--- config.mk ---
export PLATFORM = sky130hd
export DESIGN_NAME = pl_fetch_ctrl
export DESIGN_NICKNAME = d
export VERILOG_FILES = /design/src/rtl/pl_pkg.sv /design/src/rtl/pl_sat_counter.sv /design/src/rtl/pl_fetch_ctrl.sv
export SDC_FILE = /design/constraint.sdc
export NUM_CORES = 1
export LEC_CHECK = 0
export ABC_AREA = 1
export BUFFER_PORTS_ARGS = -buffer_cell sky130_fd_sc_hd__buf_2
export CORE_MARGIN = 1
export CORE_UTILIZATION = 40
export DETAILED_ROUTE_END_ITERATION = 6
export PLACE_DENSITY = 0.66
export SLEW_MARGIN = 25
export SYNTH_ARGS = -nofsm -noshare
export SYNTH_HDL_FRONTEND = slang
export SYNTH_SLANG_ARGS = --single-unit
--- constraint.sdc ---
create_clock -name clk -period 2.8 [get_ports clk]
set_input_delay 0.56 -clock clk [delete_from_list [all_inputs] [get_ports clk]]
set_output_delay 0.56 -clock clk [all_outputs]
set_load 0.01 [all_outputs]
--- src/rtl/pl_pkg.sv ---
// rtl/pl_pkg.sv - shared opcodes, fetch state encoding and defaults for the RISC-RNS pipeline
package pl_pkg;

  localparam int DEFAULT_PROG_CTR_WID = 10;

  typedef enum logic [4:0] {
    OP_NOP = 5'b00000,
    OP_ADD = 5'b00001,
    OP_SUB = 5'b00010,
    OP_LD  = 5'b00011,
    OP_ST  = 5'b00100,
    OP_BEQ = 5'b00101,
    OP_BNE = 5'b00110,
    OP_JMP = 5'b00111
  } opcode_e;

  typedef enum logic [1:0] {
    FS_WAIT  = 2'd0,
    FS_RUN   = 2'd1,
    FS_STALL = 2'd2,
    FS_HALT  = 2'd3
  } fetch_state_e;

endpackage

--- src/rtl/pl_sat_counter.sv ---
// rtl/pl_sat_counter.sv - saturating up-counter with increment enable and synchronous clear
module pl_sat_counter #(
  parameter int WIDTH = 16
) (
  input  logic             clk,
  input  logic             clr_i,
  input  logic             inc_i,
  output logic [WIDTH-1:0] count_o
);

  localparam logic [WIDTH-1:0] CNT_ONE = {{(WIDTH-1){1'b0}}, 1'b1};

  logic [WIDTH-1:0] count_q, count_d;

  always_comb begin
    count_d = count_q;
    if (clr_i) begin
      count_d = '0;
    end else if (inc_i && (count_q != '1)) begin
      count_d = count_q + CNT_ONE;
    end
  end

  always_ff @(posedge clk) begin
    count_q <= count_d;
  end

  assign count_o = count_q;

endmodule

--- src/rtl/pl_fetch_ctrl.sv ---
// rtl/pl_fetch_ctrl.sv - PC and instruction-fetch controller; FETCH_HALT_DETECT_EN adds self-jump halt
module pl_fetch_ctrl
  import pl_pkg::*;
#(
  parameter int                      PROG_CTR_WID = DEFAULT_PROG_CTR_WID,
  parameter logic [PROG_CTR_WID-1:0] RESET_VECTOR = '0
) (
  input  logic                    clk,
  input  logic                    rst,
  input  logic                    stall_in,
  input  logic                    branch_taken_EX,
  input  logic [PROG_CTR_WID-1:0] branch_target_EX,
  input  logic [15:0]             instr_mem_out,
  output logic [PROG_CTR_WID-1:0] instr_mem_addr,
  output logic                    instr_mem_en,
  output logic                    instr_valid,
  output logic [PROG_CTR_WID-1:0] fetch_pc,
  output logic                    halted,
  output logic [15:0]             fetch_count
);

  localparam logic [PROG_CTR_WID-1:0] PC_ONE = {{(PROG_CTR_WID-1){1'b0}}, 1'b1};

  fetch_state_e            state_q, state_d;
  logic [PROG_CTR_WID-1:0] pc_q, pc_d;
  logic [PROG_CTR_WID-1:0] addr_q, addr_d;
  logic [PROG_CTR_WID-1:0] fpc_q, fpc_d;
  logic                    en_q, en_d;
  logic                    valid_q, valid_d;
  logic                    halted_q, halted_d;
  logic                    cnt_inc;
  logic                    halt_trig;

`ifdef FETCH_HALT_DETECT_EN
  logic [PROG_CTR_WID-1:0] jmp_tgt;
  logic                    unused_mem_bit;

  // Jump field is 10 bits; zero-extend or truncate to the PC width.
  always_comb begin
    jmp_tgt = '0;
    for (int i = 0; (i < PROG_CTR_WID) && (i < 10); i++) begin
      jmp_tgt[i] = instr_mem_out[i];
    end
  end

  assign halt_trig      = (state_q == FS_RUN) && valid_q &&
                          (instr_mem_out[15:11] == OP_JMP) && (jmp_tgt == fpc_q);
  assign unused_mem_bit = instr_mem_out[10];
`else
  logic unused_mem_word;

  assign halt_trig       = 1'b0;
  assign unused_mem_word = ^instr_mem_out;
`endif

  always_ff @(posedge clk) begin
    if (rst) begin
      state_q <= FS_WAIT;
    end else begin
      state_q <= state_d;
    end
  end

  always_comb begin
    state_d = state_q;
    case (state_q)
      FS_WAIT: state_d = FS_RUN;
      FS_RUN: begin
        if (branch_taken_EX)  state_d = FS_RUN;
        else if (halt_trig)   state_d = FS_HALT;
        else if (stall_in)    state_d = FS_STALL;
        else                  state_d = FS_RUN;
      end
      FS_STALL: begin
        if (branch_taken_EX)  state_d = FS_RUN;
        else if (stall_in)    state_d = FS_STALL;
        else                  state_d = FS_RUN;
      end
      default: state_d = state_q;
    endcase
  end

  always_comb begin
    pc_d     = pc_q;
    addr_d   = addr_q;
    fpc_d    = fpc_q;
    en_d     = en_q;
    valid_d  = valid_q;
    halted_d = halted_q;
    cnt_inc  = 1'b0;
    case (state_q)
      FS_WAIT: begin
        addr_d = pc_q;
        pc_d   = pc_q + PC_ONE;
        en_d   = 1'b1;
      end
      FS_RUN, FS_STALL: begin
        if (branch_taken_EX) begin
          // The word arriving next cycle was fetched down the wrong path.
          addr_d  = branch_target_EX;
          pc_d    = branch_target_EX + PC_ONE;
          valid_d = 1'b0;
        end else if (halt_trig) begin
          en_d     = 1'b0;
          valid_d  = 1'b0;
          halted_d = 1'b1;
        end else if (!stall_in) begin
          addr_d  = pc_q;
          pc_d    = pc_q + PC_ONE;
          fpc_d   = addr_q;
          valid_d = 1'b1;
          cnt_inc = 1'b1;
        end
      end
      default: ;
    endcase
  end

  always_ff @(posedge clk) begin
    if (rst) begin
      pc_q     <= RESET_VECTOR;
      addr_q   <= RESET_VECTOR;
      fpc_q    <= RESET_VECTOR;
      en_q     <= 1'b0;
      valid_q  <= 1'b0;
      halted_q <= 1'b0;
    end else begin
      pc_q     <= pc_d;
      addr_q   <= addr_d;
      fpc_q    <= fpc_d;
      en_q     <= en_d;
      valid_q  <= valid_d;
      halted_q <= halted_d;
    end
  end

  pl_sat_counter #(
    .WIDTH(16)
  ) u_fetch_cnt (
    .clk    (clk),
    .clr_i  (rst),
    .inc_i  (cnt_inc),
    .count_o(fetch_count)
  );

  assign instr_mem_addr = addr_q;
  assign instr_mem_en   = en_q;
  assign instr_valid    = valid_q;
  assign fetch_pc       = fpc_q;
  assign halted         = halted_q;

endmodule

* Yosys cells after proc, flatten, opt, wreduce, memory -nomap -nowiden
Index checks and enable logic that the tools add are counted.
W data, S select, Z words.
** Storage, ports and cells
- Output and inout port bits :: 39
- Word-level logic and storage cells :: 38
- Bits in registers :: 50
- Bits of input ports :: 30
** Cells by class
- Add/sub/neg operators :: 3
- Bitwise gates (word level) :: 2
- Reduce and logical (&&, ||, !) cells :: 7
- Muxes and demuxes :: 14
- Equal/unequal tests :: 5
** Operator list (number)
- $mux W10 :: 4
- $pmux W10 S2 :: 2
- $add A10 B1 Y10 const B :: 2
- $add A16 B1 Y16 const B :: 1
- $ne A16 B16 Y1 const B :: 1
- $mux W1 :: 5
- $mux W2 :: 2
- $pmux W2 S2 :: 1
- $reduce_and A2 Y1 :: 2
- $ne A3 B2 Y1 const B :: 1
- $reduce_and A3 Y1 :: 1
- $eq A2 B1 Y1 const B :: 1
- $eq A2 B2 Y1 const B :: 1
- $logic_not A2 Y1 :: 1
- $ne A2 B1 Y1 const B :: 1
- $not A1 Y1 :: 2
- $reduce_bool A2 Y1 :: 1
- $reduce_or A2 Y1 :: 1
- $logic_and A1 B1 Y1 :: 1

* Longest topological paths before layout
Gate-level depths: netlist of run 1.
- Word-level depth :: 4
- Depth in mapped cells :: 10
- Mapped depth without buffers :: 9

* Cells and area by module
From an unflattened synthesis of run 1, not the netlist that was laid out.
** Second synthesis, totals
- Cell total of the unflattened synthesis :: 414
- Area total of the unflattened synthesis :: 2705.1 um^2
** By module, submodules not included
- pl_fetch_ctrl :: instances 1, cells an instance 265, area an instance 1775.5 um^2, sequential area each 680.7 um^2
- pl_sat_counter :: instances 1, cells an instance 149, area an instance 929.6 um^2, sequential area each 320.3 um^2

* Least setup slack after synthesis of run 1
Ideal clock, no wire load.
- Kind :: register -> register
- Start point :: register state_q[0]
- End point :: register addr_q[2] (netlist: instr_mem_addr[2])
- Data required time :: 2677 ps
- Slack :: 1208 ps
- Library setup time :: 123 ps
- Path buffers :: 0
- Data arrival time :: 1470 ps
- Stages on the path, launching flop included :: 9
- Period minus slack after synthesis :: 1592 ps
- Path through :: dfxtp_1 > inv_1 > ha_1 > a31oi_2 > inv_1 > nand2_1 > inv_1 > nand2_1 > o21ai_0
** On the way
- Longest elaborated chain between the ends :: 4
- Elaborated cells on any way between the ends :: 8
- Classes of those cells :: 3 x eq/ne; 1 x mux; 4 x reduce/logical
** Ends and longest elaborated chain
- from (decl) :: line pl_fetch_ctrl.sv:24 : fetch_state_e state_q, state_d;
- from (signal assigned) :: line pl_fetch_ctrl.sv:60 : state_q <= state_d;
- $eq A2 B1 Y1 / $eq A2 B2 Y1 (equally long branches) :: line pl_fetch_ctrl.sv:91 : case (state_q)
- $reduce_or A2 Y1 (no source line)
- $ne A3 B2 Y1 (no source line) / $reduce_bool A2 Y1 (equally long branches)
- $reduce_and A2 Y1 (no source line)
- to (signal assigned) :: line pl_fetch_ctrl.sv:129 : addr_q <= addr_d;
- to (decl) :: line pl_fetch_ctrl.sv:26 : logic [PROG_CTR_WID-1:0] addr_q, addr_d;
Several ways; a longest one is shown, not always the timed one.
A chain may end at the register's enable or synchronous reset.

* Worst setup path in the final report of run 1
- Start point :: register state_q[0]
- End point :: register u_fetch_cnt.count_q[15] (netlist: u_fetch_cnt.count_o[15])
** On the way
- Longest elaborated chain between the ends :: 4
- Elaborated cells on any way between the ends :: 5
- Classes of those cells :: 2 x eq/ne; 1 x mux; 2 x reduce/logical
** Ends and longest elaborated chain
- $eq A2 B1 Y1 / $eq A2 B2 Y1 (equally long branches) :: line pl_fetch_ctrl.sv:91
- $reduce_or A2 Y1 (no source line) (*)
- $mux W1 (*) :: line pl_fetch_ctrl.sv:91
- $logic_and A1 B1 Y1 (*) :: line pl_sat_counter.sv:19 : end else if (inc_i && (count_q != '1)) begin
- to (signal assigned) :: line pl_sat_counter.sv:25 : count_q <= count_d;
- to (decl) :: line pl_sat_counter.sv:13 : logic [WIDTH-1:0] count_q, count_d;
Every way passes the cells marked *; elsewhere a longest branch is shown, timed or not.

==> results of run 1 <==
logic make-up after synthesis:
kind of cell	after synthesis
and+or+nand+nor	216
adders and majority gates	5
AOI/OAI and AO/OA	71
other	1
buffers and inverters	51
xor gates and xnor gates	8
muxes	1
DFF	50
final timing paths:
check | end | from
setup / recovery | u_fetch_cnt.count_o[15] | state_q[0]
hold / removal | pc_q[9] | pc_q[9]
setup reg to reg | u_fetch_cnt.count_o[15] | state_q[0]
hold reg to reg | pc_q[9] | pc_q[9]
through the flow:
step | cell area (sq um) | utilization [%] | cells | hold slack (ns) | power [mW]
final | 3130 | 49.0 | 531 | 0.474 | 1.65
after global routing | 3130 | 49.0 | 531 | 0.491 | 1.74
after CTS | 3130 | 49.0 | 531 | 0.477 | 1.67
after detailed placement | 2990 | 46.8 | 523 | 0.461 | 1.05
after global placement | 2990 | 46.8 | 523 | 0.458 | 1.04
after floorplan | 2670 | - | 403 | 0.445 | 0.964
sequential cells by signal, summed over array words and instances (netlist names):
register and flops:
fetch_pc 10, instr_mem_en 1, state_q 2, u_fetch_cnt.count_o 16, instr_mem_addr 10, pc_q 10, instr_valid 1
where the power goes:
part           internal [mW]  switching, mW
Combinational         0.0879          0.146
Sequential             0.756         0.0374
Clock                  0.381          0.237
Total                   1.23          0.420
cell usage after synthesis, drive strengths merged:
cell,number
nand2,123
nor2,63
dfxtp,50
inv,38
o21ai,38
a21oi,24
nand3,17
buf,8
a31oi,7
nor3,7
clkbuf,5
ha,5
nand4,5
xnor2,4
xor2,4
conb,1
mux2i,1
nand3b,1
o21a,1
o22ai,1
routing by layer:
layer  GRT usage [%]  vias to the layer above  wire length (um)
met5               0                        -                 0
met4            4.16                        0                58
met1            25.2                     1133              3080
li1                -                     1383                 -
met2            28.4                       46              2670
met3            3.46                        5               236
worst reg2reg max path, delay by kind of cell (launching register included):
family | cells | cell delay [ns]
buffers and inverters | 3 | 0.63
flip-flops | 1 | 0.37
adder cells (fa/ha/maj) | 1 | 0.33
AND/OR/NAND/NOR | 2 | 0.21
AO/OA/AOI/OAI | 2 | 0.35
layout make-up:
type,count,area (sq um)
Fill cell,669,3260
Multi-Input combinational cell,302,1450
Sequential cell,50,1000
Timing Repair Buffer,56,293
Inverter,38,143
Tap cell,77,96.3
Clock buffer,6,82.6
Clock inverter,2,60.1
==> metrics.cfg, run 1 <==
[outcome]
outcome=complete, no violations

[logic_synthesis]
ys_types=30
postSynthCellCount=403
yosysWarnings=0
avgSynthCellArea_sq_um=6.62
synthAdderAreaFrac_pct=2.35
synth-simple-area-share_pct=33.2
syn_nets=438
yosys-mux-area-fraction_pct=0.375
ys_seq_elements=50
synth_compound_area_share_pct=15.9
synth_top_family_by_area=simple AND/OR/NAND/NOR gates
synth_top_area_share_pct=37.5
ys_top_cells_by_area=dfxtp_1 (38%), nand2_1 (17%), nor2_1 (8.3%), o21ai_0 (6.9%), inv_1 (5.2%)
netlist_area_sq_um=2670
yosysSeqAreaShare_pct=37.5
synth_xor_area_share_pct=2.63
yosysTopAreaCell=dfxtp_1

[critical_path]
crit_fanout=15
cp_slowest_cell=dfxtp_1
cp-end-kind=flop
crit_type=reg -> reg
worstSetupStartpointType=flop
critPathTopFamily=buffers and inverters
max_stage_delay_ns=0.37
r2r_slack_ns=0.86
crit_arrival_ns=2.18
worstPathRequired_ns=3.04
path_depth=8
worst-path-buf-inv=3
crit_chain=inv_1 > ha_1 > nand2_1 > inv_1 > o21ai_4 > inv_2 > nand2_1 > a21oi_2
r2r_cells=8

[global_route]
grt-ovfl-total=0
grt_max_degree=25
antenna_found_initial=0
grt_pass1_wl_um=10400
grt_use_total_pct=17.9
grt_pass1_vias=2284

[floorplan]
rows=29
num_io_pins=69
die_area_sq_um=7000
fp.dieW_um=83.7
die_h_um=83.7
initial_core_util_pct=41.8
core_sq_um=6390

[pwr]
p_leak_nw=1.39
ir_worst_vdd_mv=0.239
power.density_nw_per_um2=526

[final_layout]
layout_commonest_cell=nand2_1
nNetsFinal=488
diodes=0
final_cell_mix=nand2_1 (120), nor2_1 (59), buf_2 (51)
area_growth_syn_to_layout_pct=17.3
drive_above_1_share_pct=18.5

[sta]
setup_violations=0
worstMarginPinSlew_ns=0.502
setup_ws_ns=0.858
fmax_mhz=515
fin_crit_sh_pct=69.3
drv_slew=0
period_needed_ns=1.94
fin_setup_tns_ns=0
rsz0062_at_grt=no
hold_viol_final=0
fin_worst_skew_ns=0.00308
max_slew_margin_pct=66.3

[cts]
clk_latency_ns=0.29
cts_made_buffers=5
cts_hold_buf=0
clk_path_buf_depth=2
h-tree-depth=2
cts_sinks=50
post_cts_resized=0
post-cts-setup-buffer-count=0
cts_tree=built
cts.clk_slew.worst_paths_ns=0.09
root_buffer=clkbuf_8

[route]
drtIter0Drc=95
drt-total-wl_um=6050
drc=0
first_pass_iters=5
vias_per_cell=4.83
num_vias=2567
final_antenna_net_count=0
wl_per_cell_um=11.4

[min_path]
hold-path-cell-count=2
hp-class=reg -> reg

[placed_design]
place_ws_ns=0.809
portBuffers=51
place_congestion=0.840
dp_hpwl_um=4510

[job]
cap_viol_max_count=0

(Power assumes the default switching activity.)
==> run 2, diff against run 1 <==
PLACE_DENSITY = 0.69   (was 0.66)
clock period = 1.7 ns   (was 2.8 ns; I/O delays follow)
==> run 2 against run 1 <==
  * Clock skew is 0.0095 ns higher
  * Largest cell class unchanged
  * Non-clock buffer count is 12 higher
  * Global-route usage is 0.85 points higher
  * Worst setup slack worse by 0.70 ns
  * Final cell count is 2.3% higher
  * Critical endpoint is now instr_mem_addr[9]
==> metrics.cfg, run 2 (synthesized netlist as in run 1, its figures left out) <==
[cts]
h-tree-depth=2  ; unchanged
cts_hold_buf=0  ; unchanged
cts_made_buffers=5  ; unchanged
cts.clk_slew.worst_paths_ns=0.10  ; about the same
cts_tree=built
clk_latency_ns=0.31  ; +0.02 ns
root_buffer=clkbuf_8
clk_path_buf_depth=2  ; unchanged
cts_sinks=50  ; unchanged

[global_route]
grt_use_total_pct=18.8  ; +0.85 points
grt_pass1_vias=2407  ; +5.4%
grt_pass1_wl_um=10800  ; +4.5%
grt_max_degree=25  ; unchanged
grt-ovfl-total=0  ; unchanged
antenna_found_initial=0  ; unchanged

[route]
drc=0  ; unchanged
vias_per_cell=4.91  ; +1.5%
first_pass_iters=4  ; -1
drt-total-wl_um=6290  ; +4.0%
drtIter0Drc=171  ; +80%
wl_per_cell_um=11.6  ; +1.7%
final_antenna_net_count=0  ; unchanged
num_vias=2665  ; +3.8%

[floorplan]
die_area_sq_um=7000  ; unchanged
initial_core_util_pct=41.8  ; unchanged
die_h_um=83.7  ; unchanged
core_sq_um=6390  ; unchanged
rows=29  ; unchanged
fp.dieW_um=83.7  ; unchanged
num_io_pins=69  ; unchanged

[sta]
rsz0062_at_grt=no
fmax_mhz=647  ; +26%
fin_crit_sh_pct=90.9  ; +22 points
hold_viol_final=0  ; unchanged
fin_worst_skew_ns=0.0126  ; +0.00951 ns
drv_slew=0  ; unchanged
fin_setup_tns_ns=0  ; unchanged
period_needed_ns=1.55  ; -0.397 ns
setup_violations=0  ; unchanged

[final_layout]
design_area_sq_um=3240  ; +3.6%
diodes=0  ; unchanged
final_cells=543  ; +2.3%
area_growth_syn_to_layout_pct=21.6
layout.core_utilization_pct=50.8  ; +1.8 points
final_cell_mix=nand2_1 (119), nor2_1 (59), buf_2 (51)
drive_above_1_share_pct=22.3  ; +3.8 points
layout_commonest_cell=nand2_1
largest_reg_flops=16  ; unchanged
nNetsFinal=500  ; +2.5%

[placed_design]
portBuffers=51  ; unchanged
placed_cells=532  ; +1.7%
dpl_cell_area_sq_um=3070  ; +2.7%
place_congestion=0.831  ; -1.1%
dp_hpwl_um=4700  ; +4.2%

[pwr]
p_sw_share_pct=28.0  ; +2.4 points
p_sw_uw=724  ; +72%
p_int_mw=1.86  ; +52%
p_leak_nw=1.45  ; +4.1%
p_clk_share_pct=32.8  ; -4.7 points
ir_worst_vdd_mv=0.343  ; +43%
power_mw=2.59  ; +57%
power.density_nw_per_um2=798  ; +52%
seqPwrFrac_pct=50.5  ; +2.3 points
combinationalPowerShare_pct=16.7  ; +2.5 points

[job]
cap_viol_max_count=0  ; unchanged

[critical_path]
r2r_slack_ns=0.15  ; -0.70 ns
crit_fanout=7  ; -8
worstSetupStartpointType=flop
worstPathRequired_ns=1.89  ; -1.15 ns
cp-end-kind=flop
crit_arrival_ns=1.74  ; -0.44 ns
crit_type=reg -> reg
r2r_cells=8  ; unchanged

[min_path]
hp-class=in -> reg
hold-path-cell-count=2  ; unchanged

[outcome]
outcome=complete, no violations

## run 2: path summary, 6_finish.rpt
| kind | from | end |
|---|---|---|
| worst max-delay path | state_q[0] | instr_mem_addr[9] |
| worst max register to register | state_q[0] | instr_mem_addr[9] |
| worst min-delay path | rst | instr_valid |
| worst min register to register | instr_mem_addr[9] | instr_mem_addr[9] |
## run 2: timing repair
| item | 4_1_cts | 5_1_grt |
|---|---|---|
| setup buffers | 0 | 3 |
| setup endpoints to repair | 0 | 24 |
| resized for setup | 0 | 9 |
## run 2: power groups by stage
stage | sequential, mW | clock, mW | combinational, mW
after global placement | 1.33 | 0 | 0.404
after global routing | 1.32 | 0.924 | 0.495
final | 1.31 | 0.849 | 0.431
after CTS | 1.31 | 0.872 | 0.409
after detailed placement | 1.33 | 0 | 0.407
after floorplan | 1.34 | 0 | 0.244
## run 2: metal layers
| metal | global-route usage, % | wire (um) | up-vias |
|---|---|---|---|
| li1 | - | - | 1407 |
| met1 | 26.0 | 3110 | 1180 |
| met2 | 28.5 | 2790 | 71 |
| met3 | 4.45 | 318 | 7 |
| met4 | 6.63 | 80 | 0 |
| met5 | 0 | 0 | - |
## run 2: layout make-up
type	instances	area, sq um
Sequential cell	50	1000
Clock buffer	5	68.8
Fill cell	638	3140
Clock inverter	3	43.8
Inverter	38	143
Multi-Input combinational cell	302	1480
Timing Repair Buffer	68	409
Tap cell	77	96.3
## run 2: critical path, cell delays in order, from the launching register on
cell     delay, ns
dfxtp_2       0.35
inv_1         0.07
ha_4          0.28
nand2_2       0.07
inv_1         0.13
buf_4         0.18
nor2_1        0.04
o21ai_0       0.25
nand2_1       0.07
## run 2: metrics by stage
step / worst slack (ns) / hold slack [ns]
floorplan: 0.108 / 0.445
global placement: 0.0657 / 0.459
detailed placement: 0.0655 / 0.463
CTS: 0.0467 / 0.261
global route: 0.0155 / 0.269
finish: 0.155 / 0.268
==> run 3, diff against run 2 <==
REMOVE_ABC_BUFFERS = 1   (was unset)
==> run 3 against run 2 <==
  * Sequential power is essentially flat
  * Core utilization down 0.67 points
  * Design area fell by 1.3%
  * Power shrank 5.0%
  * Sequential share of layout area grew 0.41 points
  * Sequential cell count is the same
  * Routed wire length rose by 1.8%
  * Hold slack better by 0.073 ns
  * Critical path type unchanged
==> metrics.cfg, run 3 (synthesized netlist as in run 1, its figures left out) <==
[cts]
clk_path_buf_depth=2  ; unchanged
cts_hold_buf=0  ; unchanged
clk_latency_ns=0.30  ; about the same
h-tree-depth=2  ; unchanged
cts_sinks=50  ; unchanged
root_buffer=clkbuf_8
post-cts-setup-buffer-count=0  ; unchanged
cts.clk_slew.worst_paths_ns=0.09  ; about the same
cts_made_buffers=5  ; unchanged
cts_tree=built
post_cts_resized=0  ; unchanged

[sta]
rsz0062_at_grt=no
drv_slew=0  ; unchanged
hold_viol_final=0  ; unchanged
setup_violations=0  ; unchanged
setup_ws_ns=0.100  ; -0.0545 ns
fmax_mhz=625  ; -3.4%
period_needed_ns=1.60  ; +0.0545 ns
hold_ws_ns=0.341  ; +0.0730 ns
fin_worst_skew_ns=0.00750  ; -0.00509 ns
fin_crit_sh_pct=94.1  ; +3.2 points

[floorplan]
die_h_um=83.7  ; unchanged
initial_core_util_pct=41.8  ; unchanged
fp.dieW_um=83.7  ; unchanged
num_io_pins=69  ; unchanged
rows=29  ; unchanged
die_area_sq_um=7000  ; unchanged
core_sq_um=6390  ; unchanged

[pwr]
power.density_nw_per_um2=768  ; -3.8%
p_leak_nw=1.43  ; -1.7%
power_mw=2.46  ; -5.0%
ir_worst_vdd_mv=0.427  ; +24%

[final_layout]
largest_reg_flops=16  ; unchanged
final_cells=543  ; unchanged
final_cell_mix=nand2_1 (119), nor2_1 (59), buf_2 (51)
area_growth_syn_to_layout_pct=20.0
nNetsFinal=500  ; unchanged
drive_above_1_share_pct=21.9  ; -0.43 points
diodes=0  ; unchanged
design_area_sq_um=3200  ; -1.3%
layout_commonest_cell=nand2_1

[job]
cap_viol_max_count=0  ; unchanged

[critical_path]
r2r_cells=9  ; +1
reg2reg_from=state_q[0]
timing.rr.end=pc_q[3]
crit_fanout=10  ; +3
crit_type=reg -> reg
worstPathRequired_ns=1.90  ; about the same
cp-end-kind=flop
worstSetupStartpointType=flop
r2r_slack_ns=0.10  ; -0.05 ns
crit_arrival_ns=1.80  ; +0.06 ns

[route]
drc=0  ; unchanged
wl_per_cell_um=11.8  ; +1.8%
final_antenna_net_count=0  ; unchanged
vias_per_cell=4.96  ; +1.0%
num_vias=2692  ; +1.0%
drt-total-wl_um=6400  ; +1.8%
drtIter0Drc=124  ; -27%
first_pass_iters=4  ; unchanged

[min_path]
hp-class=in -> reg
hold_end=instr_mem_addr[4]
hold_start=branch_target_EX[4]
hold-path-cell-count=3  ; +1

[placed_design]
portBuffers=51  ; unchanged
place_ws_ns=0.0498  ; -0.0157 ns
dpl_cell_area_sq_um=3070  ; about the same
dp_hpwl_um=4870  ; +3.5%
place_congestion=0.799  ; -3.9%
placed_cells=534  ; +0.38%

[global_route]
antenna_found_initial=0  ; unchanged
grt_max_degree=16  ; -36%
grt_pass1_wl_um=10600  ; -1.9%
grt_use_total_pct=18.5  ; -0.29 points
grt_pass1_vias=2411  ; +0.17%
grt-ovfl-total=0  ; unchanged

[outcome]
outcome=complete, no violations

run 3: per-layer routing:
layer  share of wire [%]  GRT usage [%]  wire [um]  up-vias
li1                    -              -          -     1412
met1                  46           22.3       2940     1220
met2                  48           32.8       3090       51
met3                 3.9           3.36        252        9
met4                 1.8           6.47        118        0
met5                   0              0          0        -
run 3: worst max path at each step:
stage,depth (start not counted),from,endpoint,slack (ns)
3_5_place_dp,7,state_q[0],instr_mem_addr[5],0.05
2_1_floorplan,8,state_q[0],pc_q[0],-0.25
4_1_cts,9,state_q[0],pc_q[9],0.02
5_1_grt,9,state_q[0],pc_q[3],0.02
3_3_place_gp,9,state_q[0],pc_q[9],0.08
6_report,9,state_q[0],pc_q[3],0.10
run 3: area by class of cell:
cell class	instances	area (sq um)
well taps	77	96.3
multi-input cells	303	1490
fillers	657	3190
flip-flops and latches	50	1000
inverters	38	145
clock inverters	1	5.00
repair buffers	67	375
clock buffers	7	86.3
run 3: power breakdown:
group / internal, mW / switching, mW
clock network: 0.329 / 0.397
registers: 1.25 / 0.0624
logic: 0.169 / 0.255
total: 1.74 / 0.714
run 3: metrics by stage:
| step | util (%) | TNS [ns] |
|---|---|---|
| 6_report | 50.1 | 0 |
| 5_1_grt | 50.1 | 0 |
| 4_1_cts | 49.5 | 0 |
| 3_5_place_dp | 48.1 | 0 |
| 3_3_place_gp | 48.1 | 0 |
| 2_1_floorplan | - | -2.80 |
run 3: critical path, stage by stage (launching register included):
cell     delay [ns]
dfxtp_1        0.37
inv_1          0.08
ha_4           0.29
nand2_1        0.10
inv_1          0.11
buf_4          0.18
nand3_1        0.09
o21a_1         0.13
nand3_1        0.07
o21ai_0        0.07
